==> src/rtl/patgen_dp_if.sv <==
// Pixel-bus bundle for the test-pattern source: run/pattern controls in,
// DisplayPort live-video signals out. master = pattern source, slave = sink/controller.
interface patgen_dp_if #(
  parameter int CDEPTH = 8
);
  logic                  EN;
  logic [1:0]            PAT;
  logic [3*CDEPTH-1:0]   SOLID;
  logic                  DP_HSYNC;
  logic                  DP_VSYNC;
  logic                  DP_DE;
  logic [35:0]           DP_DAT;
  logic                  FRAME_START;

  modport master (
    input  EN, PAT, SOLID,
    output DP_HSYNC, DP_VSYNC, DP_DE, DP_DAT, FRAME_START
  );

  modport slave (
    output EN, PAT, SOLID,
    input  DP_HSYNC, DP_VSYNC, DP_DE, DP_DAT, FRAME_START
  );
endinterface

==> src/rtl/patgen_dp.sv <==
// Video test-pattern source with built-in raster timing for the DisplayPort
// live-video bus. Three register stages: counters, pattern/sync, outputs.
module patgen_dp #(
  parameter int H_ACT    = 640,
  parameter int H_FP     = 16,
  parameter int H_SYNC   = 96,
  parameter int H_BP     = 48,
  parameter int V_ACT    = 480,
  parameter int V_FP     = 10,
  parameter int V_SYNC   = 2,
  parameter int V_BP     = 33,
  parameter int HS_POL   = 0,
  parameter int VS_POL   = 0,
  parameter int CDEPTH   = 8,
  parameter int CHK_LOG2 = 4
) (
  input  logic           DCLK,
  input  logic           RST,
  patgen_dp_if.master    vid
);

  localparam int H_TOT = H_ACT + H_FP + H_SYNC + H_BP;
  localparam int V_TOT = V_ACT + V_FP + V_SYNC + V_BP;
  localparam int HW    = $clog2(H_TOT);
  localparam int VW    = $clog2(V_TOT);
  localparam int BW    = H_ACT / 8;
  localparam int BPW   = $clog2(BW + 1);

  localparam logic [HW-1:0]  H_LAST  = HW'(H_TOT - 1);
  localparam logic [VW-1:0]  V_LAST  = VW'(V_TOT - 1);
  localparam logic [BPW-1:0] BP_LAST = BPW'(BW - 1);
  localparam logic           HS_ON   = 1'(HS_POL);
  localparam logic           VS_ON   = 1'(VS_POL);

  // Stage 0 state
  logic [HW-1:0]  hcnt_reg;
  logic [VW-1:0]  vcnt_reg;
  logic [BPW-1:0] bar_px_reg;
  logic [2:0]     bar_idx_reg;

  // Frame-stable pattern controls
  logic [1:0]          pat_sh_reg;
  logic [3*CDEPTH-1:0] solid_sh_reg;

  // Stage 1 registers
  logic        de1_reg, hs1_reg, vs1_reg, fs1_reg;
  logic [35:0] dat1_reg;

  // Counter positions widened so window compares are width-safe
  logic [31:0] hpos, vpos;
  logic        unused_bits;
  assign hpos        = 32'(hcnt_reg);
  assign vpos        = 32'(vcnt_reg);
  assign unused_bits = ^{hpos, vpos};

  logic origin, active, h_win, v_win;
  assign origin = (hcnt_reg == '0) && (vcnt_reg == '0);
  assign active = (hpos < H_ACT) && (vpos < V_ACT);
  assign h_win  = (hpos >= H_ACT + H_FP) && (hpos < H_ACT + H_FP + H_SYNC);
  assign v_win  = (vpos >= V_ACT + V_FP) && (vpos < V_ACT + V_FP + V_SYNC);

  // At the frame origin the live inputs are used directly so a change landing
  // exactly on the origin already applies to the frame it starts.
  logic [1:0]          pat_use;
  logic [3*CDEPTH-1:0] solid_use;
  assign pat_use   = origin ? vid.PAT   : pat_sh_reg;
  assign solid_use = origin ? vid.SOLID : solid_sh_reg;

  // Left-justify one component into its 12-bit lane
  function automatic logic [11:0] pack(input logic [CDEPTH-1:0] c);
    logic [11:0] l;
    l = '0;
    l[11 -: CDEPTH] = c;
    return l;
  endfunction

  // Raster and bar counters; EN low parks everything at the origin
  always_ff @(posedge DCLK or posedge RST) begin
    if (RST) begin
      hcnt_reg    <= '0;
      vcnt_reg    <= '0;
      bar_px_reg  <= '0;
      bar_idx_reg <= '0;
    end else if (!vid.EN) begin
      hcnt_reg    <= '0;
      vcnt_reg    <= '0;
      bar_px_reg  <= '0;
      bar_idx_reg <= '0;
    end else if (hcnt_reg == H_LAST) begin
      hcnt_reg    <= '0;
      bar_px_reg  <= '0;
      bar_idx_reg <= '0;
      vcnt_reg    <= (vcnt_reg == V_LAST) ? '0 : vcnt_reg + 1'b1;
    end else begin
      hcnt_reg <= hcnt_reg + 1'b1;
      if (bar_px_reg == BP_LAST) begin
        bar_px_reg <= '0;
        if (bar_idx_reg != 3'd7) bar_idx_reg <= bar_idx_reg + 3'd1;
      end else begin
        bar_px_reg <= bar_px_reg + 1'b1;
      end
    end
  end

  // Capture pattern controls once per frame so no frame is ever mixed
  always_ff @(posedge DCLK or posedge RST) begin
    if (RST) begin
      pat_sh_reg   <= '0;
      solid_sh_reg <= '0;
    end else if (origin) begin
      pat_sh_reg   <= vid.PAT;
      solid_sh_reg <= vid.SOLID;
    end
  end

  // Pattern colour for the current counter position
  logic [CDEPTH-1:0] r_c, g_c, b_c;
  logic [35:0]       dat_c;
  always_comb begin
    r_c = '0;
    g_c = '0;
    b_c = '0;
    unique case (pat_use)
      2'd0: begin
        r_c = {CDEPTH{~bar_idx_reg[1]}};
        g_c = {CDEPTH{~bar_idx_reg[2]}};
        b_c = {CDEPTH{~bar_idx_reg[0]}};
      end
      2'd1: begin
        r_c = hpos[CDEPTH-1:0];
        g_c = hpos[CDEPTH-1:0];
        b_c = hpos[CDEPTH-1:0];
      end
      2'd2: begin
        r_c = {CDEPTH{hpos[CHK_LOG2] ^ vpos[CHK_LOG2]}};
        g_c = r_c;
        b_c = r_c;
      end
      default: begin
        r_c = solid_use[3*CDEPTH-1:2*CDEPTH];
        g_c = solid_use[2*CDEPTH-1:CDEPTH];
        b_c = solid_use[CDEPTH-1:0];
      end
    endcase
    dat_c = active ? {pack(b_c), pack(r_c), pack(g_c)} : 36'd0;
  end

  // Stage 1: sync windows, DE, frame marker and colour, all gated by EN
  always_ff @(posedge DCLK or posedge RST) begin
    if (RST) begin
      de1_reg  <= 1'b0;
      hs1_reg  <= 1'b0;
      vs1_reg  <= 1'b0;
      fs1_reg  <= 1'b0;
      dat1_reg <= '0;
    end else begin
      de1_reg  <= vid.EN && active;
      hs1_reg  <= vid.EN && h_win;
      vs1_reg  <= vid.EN && v_win;
      fs1_reg  <= vid.EN && origin;
      dat1_reg <= vid.EN ? dat_c : 36'd0;
    end
  end

  // Stage 2: output registers with sync polarity applied
  always_ff @(posedge DCLK or posedge RST) begin
    if (RST) begin
      vid.DP_HSYNC    <= ~HS_ON;
      vid.DP_VSYNC    <= ~VS_ON;
      vid.DP_DE       <= 1'b0;
      vid.DP_DAT      <= '0;
      vid.FRAME_START <= 1'b0;
    end else begin
      vid.DP_HSYNC    <= hs1_reg ? HS_ON : ~HS_ON;
      vid.DP_VSYNC    <= vs1_reg ? VS_ON : ~VS_ON;
      vid.DP_DE       <= de1_reg;
      vid.DP_DAT      <= dat1_reg;
      vid.FRAME_START <= fs1_reg;
    end
  end

endmodule
==> src/flat_wrapper.sv <==
// flat-port wrapper written by rule: the top's interface ports become plain ports
module patgen_dp_flat 
#(
  parameter int H_ACT    = 640,
  parameter int H_FP     = 16,
  parameter int H_SYNC   = 96,
  parameter int H_BP     = 48,
  parameter int V_ACT    = 480,
  parameter int V_FP     = 10,
  parameter int V_SYNC   = 2,
  parameter int V_BP     = 33,
  parameter int HS_POL   = 0,
  parameter int VS_POL   = 0,
  parameter int CDEPTH   = 8,
  parameter int CHK_LOG2 = 4
)
  (DCLK, RST, vid_EN, vid_PAT, vid_SOLID, vid_DP_HSYNC, vid_DP_VSYNC, vid_DP_DE, vid_DP_DAT, vid_FRAME_START);
  patgen_dp_if #(.CDEPTH(CDEPTH)) vid_i ();
  input  logic DCLK;
  input  logic RST;
  input wire logic [$bits(vid_i.EN)-1:0] vid_EN;
  input wire logic [$bits(vid_i.PAT)-1:0] vid_PAT;
  input wire logic [$bits(vid_i.SOLID)-1:0] vid_SOLID;
  output wire logic [$bits(vid_i.DP_HSYNC)-1:0] vid_DP_HSYNC;
  output wire logic [$bits(vid_i.DP_VSYNC)-1:0] vid_DP_VSYNC;
  output wire logic [$bits(vid_i.DP_DE)-1:0] vid_DP_DE;
  output wire logic [$bits(vid_i.DP_DAT)-1:0] vid_DP_DAT;
  output wire logic [$bits(vid_i.FRAME_START)-1:0] vid_FRAME_START;
  assign vid_i.EN = vid_EN;
  assign vid_i.PAT = vid_PAT;
  assign vid_i.SOLID = vid_SOLID;
  assign vid_DP_HSYNC = vid_i.DP_HSYNC;
  assign vid_DP_VSYNC = vid_i.DP_VSYNC;
  assign vid_DP_DE = vid_i.DP_DE;
  assign vid_DP_DAT = vid_i.DP_DAT;
  assign vid_FRAME_START = vid_i.FRAME_START;
  patgen_dp #(.H_ACT(H_ACT), .H_FP(H_FP), .H_SYNC(H_SYNC), .H_BP(H_BP), .V_ACT(V_ACT), .V_FP(V_FP), .V_SYNC(V_SYNC), .V_BP(V_BP), .HS_POL(HS_POL), .VS_POL(VS_POL), .CDEPTH(CDEPTH), .CHK_LOG2(CHK_LOG2)) u_core (.DCLK(DCLK), .RST(RST), .vid(vid_i));
endmodule
==> config.mk <==
export PLATFORM = sky130hd
export DESIGN_NAME = patgen_dp_flat
export DESIGN_NICKNAME = d
export VERILOG_FILES = /design/src/rtl/patgen_dp_if.sv /design/src/rtl/patgen_dp.sv /design/src/flat_wrapper.sv
export SDC_FILE = /design/constraint.sdc
export NUM_CORES = 1
export LEC_CHECK = 0
export BUFFER_PORTS_ARGS = -buffer_cell sky130_fd_sc_hd__buf_4
export CAP_MARGIN = 15
export CORE_UTILIZATION = 38
export CTS_CLUSTER_DIAMETER = 30
export DETAILED_ROUTE_END_ITERATION = 16
export HOLD_SLACK_MARGIN = 0.08
export REMOVE_ABC_BUFFERS = 1
export SLEW_MARGIN = 10
export SYNTH_ARGS = -nofsm -noshare
export SYNTH_HDL_FRONTEND = slang
export SYNTH_SLANG_ARGS = --single-unit
==> constraint.sdc <==
create_clock -name DCLK -period 5.7 [get_ports DCLK]
set_clock_uncertainty 0.2 [all_clocks]
set_input_delay 1.425 -clock DCLK [delete_from_list [all_inputs] [get_ports DCLK]]
set_output_delay 1.425 -clock DCLK [all_outputs]
set_load 0.02 [all_outputs]
==> flow_summary.toml <==
[outcome]
outcome = "completed"

[setup_path]
cp_num_buf_inv = 0
worst-path-max-fanout = 11
path_class = "reg2reg"
cp_data_required_time_ns = 5.74
cp.arrival_ns = 2.99
max_stage_delay_ns = 0.68
cp_slowest_cell = "mux2i_1"
rr_worst_depth = 5
ff2ff_setup_slack_ns = 2.75
cp_top_family = "simple AND/OR/NAND/NOR gates"
startpoint_type = "flop"
r2r_start = "u_core.hcnt_reg[4]"
r2r_end = "u_core.dat1_reg[18]"
crit_cells = 5
critPathCaptureType = "flop"
crit_path_cell_trace = "or4_4 -> nor3_4 -> mux2i_1 -> o21ai_1 -> a311oi_1"

[yosys]
ys_seq_elements = 112
synth_flop_cell = "dfrtp_1"
avgSynthCellArea_sq_um = 11.2
syn-instance-count = 422
netlist_area_sq_um = 4710
ys_warn_count = 0
synth_edf_count = 0
async_reset_ff_share_pct = 100
ys_seq_area_share_pct = 59.5
synth.distinct_cells = 54

[clocking]
clk_pin_slew_ns = 0.07
cts_num_sinks = 112
clock_path_buffers = 2
postCtsResizedCells = 0
cts_root_buf = "clkbuf_16"
clk_latency_ns = 0.34
postCtsSetupBuffers = 0
cts_buffers = 9
htree_levels = 3
ctsHoldBuffers = 0
cts_tree = "built"

[global_routing]
antenna_found_initial = 0
grt_pass1_wl_mm = 16.0
grt_overflow = 0
grt_util_all_layers_pct = 15.9
grt_pass1_vias = 3312
grt_max_degree = 77

[detailed_routing]
vias_per_cell = 4.91
firstDrtPassIters = 4
drt_iter0_drc = 177
vias = 3183
routed_wl_mm = 9.25
drc_errors = 0
ant_nets = 0
drt-wirelength-per-cell_microns = 14.3

[finish]
final_common_cell = "dfrtp_1"
area_delta_synth_final_pct = 17.4
sequential_cell_area_sq_um = 2810
final_area_sq_um = 5530
nets = 511
n_antenna_cell = 0
multi_input_area_sq_um = 1720
nFillCells = 1120
layout_common_cells = "dfrtp_1, nand2_1, buf_4, nor2_1, nand3_1"
layout-drive-gt1-share_pct = 21.3
final_cells = 648

[die]
rows = 40
initial_core_util_pct = 39.1
dieWidth_microns = 113
io_pins = 69
die_h_microns = 113
coreArea_sq_um = 12100
dieArea_sq_um = 12800

[power_and_ir_drop]
peakVddDrop_uv = 148
total_power_mw = 1.96
powerDensity_nw_per_um2 = 354
p_leak_nw = 2.63

[sta]
hold_violations = 0
maxSlewHeadroom_pct = 38.6
period_minus_slack_ns = 2.95
fmax_mhz = 339
fin_crit_sh_pct = 51.7
whs_ns = 0.144
drv_slew = 0
setup_viol = 0
worst_slew_pin_slew_ns = 0.921
fin_tns_setup_ns = 0
rsz0062_at_grt = "false"

[flow_run]
cap_violations = 0

[placement]
dp_hpwl_mm = 6.39
dp.cells = 632
io_buffers = 56
finalWeightedCongestion = 0.770
place_area_sq_um = 5220

[hold_path]
hold_start = "u_core.dat1_reg[10]"
hold_depth = 0
min_to = "u_core.vid.DP_DAT[10]"
worst_hold_path_type = "reg2reg"
cell families (layout without fill, tap and decap cells):
kind of cell | after synthesis | in the layout | share of synthesized area, %
xor gates and xnor gates | 14 | 14 | 2.60
AOI/OAI and AO/OA | 64 | 64 | 11.1
adders and majority gates | 7 | 7 | 1.86
and+or+nand+nor | 181 | 181 | 18.9
buffers and inverters | 38 | 85 | 4.73
other | 1 | 12 | 0.0796
muxes | 5 | 5 | 1.17
DFF | 112 | 112 | 59.5
synth_stat cells, drive strengths merged, types with 5 or more instances:
cell / n / share of area (%)
and3: 7 / 0.98
nand2: 87 / 7.0
xor2: 9 / 1.7
dfrtp: 110 / 58
nor2b: 7 / 0.98
buf: 21 / 3.4
nor3: 6 / 0.88
nor2: 32 / 2.7
xnor2: 5 / 0.93
a311oi: 22 / 5.0
inv: 10 / 0.80
nand3: 18 / 2.2
ha: 7 / 1.9
clkbuf: 7 / 0.56
a21oi: 7 / 1.5
o21ai: 22 / 2.3
stage by stage:
stage | worst slack [ns] | util [%]
finish | 2.75 | 45.9
global placement | 2.59 | 43.3
CTS | 2.75 | 45.9
detailed placement | 2.54 | 43.3
floorplan | 1.12 | -
global route | 2.55 | 45.9
metal layers:
| metal | global-route usage [%] | vias up | share of wire (%) |
|---|---|---|---|
| met5 | 0 | - | 0 |
| met4 | 5.96 | 0 | 1.4 |
| met3 | 2.36 | 9 | 3.3 |
| met2 | 27.3 | 67 | 49 |
| met1 | 20.5 | 1563 | 47 |
| li1 | - | 1544 | - |
layout make-up:
class                      count  share of cell area, %
clock buffer                  13                   4.71
clock inverter                 3                  0.860
inverter                      10                  0.724
multi-input combinational    283                   31.2
sequential                   112                   50.7
tap                          168                   3.80
timing repair buffer          59                   8.01
worst max path at each step:
stage | from | to | slack, ns
finish | u_core.hcnt_reg[4] | u_core.dat1_reg[18] | 2.75
floorplan | RST | u_core.bar_idx_reg[0] | 1.12
detailed placement | vid_PAT[0] | u_core.dat1_reg[18] | 2.54
global placement | vid_PAT[0] | u_core.dat1_reg[21] | 2.59
CTS | u_core.hcnt_reg[4] | u_core.dat1_reg[18] | 2.75
global route | u_core.hcnt_reg[4] | u_core.dat1_reg[18] | 2.55
power breakdown:
part           switching (mW)  leakage [nW]  internal [mW]  total, mW
combinational           0.227          1.03          0.134      0.360
clock                   0.274         0.151          0.369      0.642
sequential             0.0394          1.45          0.916      0.955
total                   0.540          2.63           1.42       1.96
Power figures use the tool's default switching activity.
